--- config.mk ---
export PLATFORM = sky130hd
export DESIGN_NAME = decomp_fetch_queue
export DESIGN_NICKNAME = d
export VERILOG_FILES = /design/src/rtl/decomp_fetch_queue.sv
export SDC_FILE = /design/constraint.sdc
export NUM_CORES = 1
export LEC_CHECK = 0
export CELL_PAD_IN_SITES_DETAIL_PLACEMENT = 1
export CELL_PAD_IN_SITES_GLOBAL_PLACEMENT = 2
export CORE_ASPECT_RATIO = 1.4
export CORE_MARGIN = 4
export CORE_UTILIZATION = 44
export DETAILED_ROUTE_END_ITERATION = 16
export PLACE_DENSITY = 0.82
export SYNTH_ARGS = -nofsm -noshare
export SYNTH_HDL_FRONTEND = slang
export SYNTH_SLANG_ARGS = --single-unit
--- constraint.sdc ---
create_clock -name clk -period 9.35 [get_ports clk]
set_input_delay 1.87 -clock clk [delete_from_list [all_inputs] [get_ports clk]]
set_output_delay 1.87 -clock clk [all_outputs]
set_load 0.05 [all_outputs]
--- src/rtl/decomp_fetch_queue.sv ---
// Fetch stage between the instruction decompressor and the CPU.
// Issues sequential PCs to the decompressor, tracks them through its fixed
// latency, queues returned {pc, instr} pairs and hands them to the CPU over
// valid/ready. Supports branch redirects and halts on a stop instruction.
module decomp_fetch_queue #(
    parameter int                 WIDTH       = 32,
    parameter int                 DEPTH       = 4,
    parameter int                 DEC_LATENCY = 1,
    parameter logic [WIDTH-1:0]   RESET_PC    = '0,
    parameter logic [WIDTH-1:0]   STOP_INSTR  = WIDTH'(32'h1EFF2FE1)
) (
    input  logic             clk,
    input  logic             reset,
    output logic [WIDTH-1:0] PCdec,
    input  logic [WIDTH-1:0] DecompressInstr,
    input  logic             redirect,
    input  logic [WIDTH-1:0] redirect_pc,
    output logic             cpu_valid,
    input  logic             cpu_ready,
    output logic [WIDTH-1:0] cpu_instr,
    output logic [WIDTH-1:0] cpu_pc,
    output logic             halted
);

    localparam int PW = (DEPTH > 1) ? $clog2(DEPTH) : 1;
    localparam int CW = $clog2(DEPTH) + 1;

    // Fetch PC and halt state
    logic [WIDTH-1:0] pc_reg;
    logic             halted_reg;

    // In-flight request tracking, one stage per cycle of decompressor latency
    logic             pipe_valid_reg [DEC_LATENCY];
    logic [WIDTH-1:0] pipe_pc_reg    [DEC_LATENCY];

    // Output FIFO storage and control
    logic [WIDTH-1:0] fifo_instr_mem [DEPTH];
    logic [WIDTH-1:0] fifo_pc_mem    [DEPTH];
    logic [PW-1:0]    rd_ptr_reg;
    logic [PW-1:0]    wr_ptr_reg;
    logic [CW-1:0]    count_reg;

    logic [31:0]      inflight_count;
    logic [31:0]      occupancy;
    logic             issue;
    logic             tail_valid;
    logic             pop;
    logic             push;
    logic             stop_hit;
    logic             flush;
    logic [WIDTH-1:0] head_instr;
    logic [WIDTH-1:0] head_pc;

    // Count requests still travelling through the decompressor
    always_comb begin
        inflight_count = '0;
        for (int i = 0; i < DEC_LATENCY; i++) begin
            inflight_count = inflight_count + 32'(pipe_valid_reg[i]);
        end
    end

    // Credit check counts in-flight requests so a returning instruction
    // always finds a free FIFO slot; no bypass, so no overflow is possible.
    assign occupancy  = 32'(count_reg) + inflight_count;
    assign issue      = !halted_reg && !redirect && (occupancy < 32'(DEPTH));
    assign tail_valid = pipe_valid_reg[DEC_LATENCY-1];
    assign head_instr = fifo_instr_mem[rd_ptr_reg];
    assign head_pc    = fifo_pc_mem[rd_ptr_reg];
    assign cpu_valid  = (count_reg != '0);
    assign pop        = cpu_valid && cpu_ready;
    // A stop instruction only takes effect once the CPU has accepted it
    assign stop_hit   = pop && (head_instr == STOP_INSTR);
    assign flush      = redirect || stop_hit;
    assign push       = tail_valid && !flush;

    // Head storage is masked while empty so the CPU never sees stale data
    assign cpu_instr  = cpu_valid ? head_instr : '0;
    assign cpu_pc     = cpu_valid ? head_pc    : '0;
    assign PCdec      = pc_reg;
    assign halted     = halted_reg;

    // Control state: PC, in-flight valids, FIFO pointers/count, halt flag
    always_ff @(posedge clk) begin
        if (reset) begin
            pc_reg     <= RESET_PC;
            halted_reg <= 1'b0;
            rd_ptr_reg <= '0;
            wr_ptr_reg <= '0;
            count_reg  <= '0;
            for (int i = 0; i < DEC_LATENCY; i++) begin
                pipe_valid_reg[i] <= 1'b0;
            end
        end else begin
            if (redirect) begin
                pc_reg <= redirect_pc;
            end else if (issue) begin
                pc_reg <= pc_reg + WIDTH'(4);
            end

            for (int i = DEC_LATENCY - 1; i > 0; i--) begin
                pipe_valid_reg[i] <= flush ? 1'b0 : pipe_valid_reg[i-1];
            end
            pipe_valid_reg[0] <= issue && !flush;

            if (flush) begin
                rd_ptr_reg <= '0;
                wr_ptr_reg <= '0;
                count_reg  <= '0;
            end else begin
                if (push) begin
                    wr_ptr_reg <= wr_ptr_reg + PW'(1);
                end
                if (pop) begin
                    rd_ptr_reg <= rd_ptr_reg + PW'(1);
                end
                count_reg <= count_reg + CW'(push) - CW'(pop);
            end

            if (redirect) begin
                halted_reg <= 1'b0;
            end else if (stop_hit) begin
                halted_reg <= 1'b1;
            end
        end
    end

    // Datapath: in-flight PCs and FIFO payload need no reset
    always_ff @(posedge clk) begin
        for (int i = DEC_LATENCY - 1; i > 0; i--) begin
            pipe_pc_reg[i] <= pipe_pc_reg[i-1];
        end
        pipe_pc_reg[0] <= pc_reg;
        if (push) begin
            fifo_instr_mem[wr_ptr_reg] <= DecompressInstr;
            fifo_pc_mem[wr_ptr_reg]    <= pipe_pc_reg[DEC_LATENCY-1];
        end
    end

endmodule

==> run metrics <==
status=finished clean; EDFF count, synth=256; register bit total from synthesis=331; final core utilization=0.5548; R2R Setup Slk=4.62 ns; Comb pwr share=0.079; Reg clk slew, reported paths=0.07 ns; Register Area=9194 um^2; H-tree level count=1; Rows=73; critical path required time=7.48 ns; fillcell total=2638; Critical Path End Type=output pin; die height=210.2 um; post-synthesis cell area=12850 um^2; gr busiest metal=met2; Psw=685.7 uW; # IOs=166; post-synth top area share=0.5981; Peak VDD IR=0.1575 mV; largest cells by area after synthesis=edfxtp_1 60%, dfxtp_1 12%, mux4_2 7.9%; gp weighted congestion=0.7797; GR Util All Layers=0.1858; Flop pwr share=0.534; Final min period=5.473 ns; worst hold path class=register to register; Syn Nets=816; setup_tns=0 ns; clock network latency to the later pin of the worst-skew pair=0.54 ns; Final HPWL DP=19180 um; Vias=7150; Worst EP arrival=3.60 ns; DRC viols=0; CTS tree=yes; DR WL/cell=22.74 um; die area=32050 um^2; PortBufs=165; post-cts resize count=0; CTS max path bufs=3; ratio of cells with drive above 1 in the final layout=0.1320; Internal=2387 uW; sw frac=0.2231; first drt pass iteration count=7; core area=28590 um^2; area grow syn2layout=23.40%; fin crit share=0.5854; Layout Nets=985; critical path class=register to output pin; worst-path fanout max=37; Slew Limit Fails=0; synthesized area per cell=17.39 um^2; ys async rst share=0; worst slew pin tran=1.080 ns; clock skew=0.01099 ns; cell taking the most area after synthesis=edfxtp_1; crit path launch type=register; gr ovfl total=0; initial antenna violation count=1; Multi-input gate area=3440 um^2; initial core utilization=0.4496; final hold viol count=0; 1st-iter DRT viols=396; post-synthesis cell count=739; grt met3 use=0.02896; Seq/Total Area, Yosys=0.7150; setup violation total in the final timing report=0; hold-fix buffers at CTS=0; Yosys Warn Count=0; Synth Flop Type=edfxtp_1; post-CTS setup buffer count=0; clock net sink count=331; number of buffers created by CTS=30; Yosys cell types=69; Max-slew headroom=0.2782; first-pass GRT wire length=46640 um; number of global-route vias before repair=7715; ant diodes=0; RSZ-0062 raised after global routing=no; Vias/cell=5.471; clock share of power=0.387; Routed WL=29730 um; largest net degree at the start of global routing=67; met1 usage in global routing=0.2492; max_cap viols=0; LEAKAGE=0.005166 uW; die width=152.4 um; GRT met2 Usage=0.3240; max frequency=182.7 MHz; biggest regs=fifo_instr_mem x128, fifo_pc_mem x128; antenna viol nets, final=0; root buffer cell=clkbuf_16; P per Cell Area=193.8 nW/um^2
==> metrics by stage <==
step | worst slack [ns] | instance area [um^2] | cells | hold slack, ns | total power (uW)
finish | 3.877 | 15860 | 1307 | 0.3951 | 3073
global route | 3.638 | 15860 | 1307 | 0.4071 | 3185
CTS | 3.761 | 15860 | 1307 | 0.3950 | 3099
detailed placement | 4.230 | 14880 | 1251 | 0.3829 | 1919
global placement | 4.312 | 14880 | 1251 | 0.3905 | 1915
floorplan | 3.701 | 12850 | 739 | 0.4383 | 1808
==> cell usage in the layout (no fill, tap or decap), drive strengths merged, types with 6 or more instances in the layout <==
master         netlist  routed
a21oi                9       9
a31oi               15      15
and2                66      66
and4                 6       6
buf                 16      10
clkbuf              22      45
clkdlybuf4s50        0     165
clkinv               1      12
dfxtp               75      75
edfxtp             256     256
ha                   8       8
inv                 12      12
mux4                64      64
nand2               37      37
nand3                8       8
nand4               11      11
nor2                23      23
nor3                15      15
o21ai                8       8
o311ai               7       7
or3                 12      12
==> final cells by class <==
type                       instances  share of cell area
clock buffer                      45             0.05798
clock inverter                    11            0.003944
inverter                          13            0.003077
multi-input combinational        357              0.2169
sequential                       331              0.5797
tap                              375             0.02958
timing repair buffer             175              0.1089
==> routing by layer <==
metal,share of wire,vias up
met5,0.00044,-
met3,0.041,33
li1,-,3282
met4,0.016,2
met2,0.52,178
met1,0.43,3655
==> worst max-delay path: stages (launching register included) <==
cell             delay (ns)
dfxtp_4                0.72
buf_4                  0.65
mux4_1                 0.73
and2_1                 0.20
clkdlybuf4s50_1        0.70
==> final timing paths <==
path | end | cells past startpoint | from
setup / recovery | cpu_instr[12] | 4 | register
hold / removal | pipe_pc_reg[0][0] | 0 | PCdec[0]
setup reg to reg | count_reg[2] | 14 | register
hold reg to reg | pipe_pc_reg[0][0] | 0 | PCdec[0]
==> power by group through the flow <==
stage,Sequential (uW),Combinational (uW),Clock [uW]
4_1_cts,1640,246,1210
3_3_place_gp,1670,243,0
5_1_grt,1650,258,1280
2_1_floorplan,1690,117,0
3_5_place_dp,1670,245,0
6_report,1640,243,1190
==> cells in the mapped netlist, types with 4 or more instances <==
library cell,instances
o21ai_0,7
nor2_1,23
mux4_2,45
edfxtp_1,256
and4_1,5
a311oi_1,5
xnor2_1,5
ha_1,8
and2_1,64
nor4_1,5
o211ai_1,4
mux4_1,19
nand2_1,37
and3_1,5
or3_1,12
buf_2,6
a31oi_1,15
clkbuf_1,21
nand3_1,7
o311ai_0,6
a21oi_1,9
inv_1,12
dfxtp_1,75
nand4_1,11
buf_1,4
nor3_1,13
==> kinds of logic (layout without fill, tap and decap cells) <==
logic type / count (synthesis) / after routing / share of synthesized area
multiplexers: 67 / 67 / 0.1200
buffers and inverters: 51 / 244 / 0.01986
AO/OA/AOI/OAI: 66 / 66 / 0.03661
flip-flops: 331 / 331 / 0.7150
adder cells (fa/ha/maj): 9 / 9 / 0.009346
AND/OR/NAND/NOR: 208 / 208 / 0.09443
XOR/XNOR: 7 / 7 / 0.004770
Power figures use the tool's default switching activity.
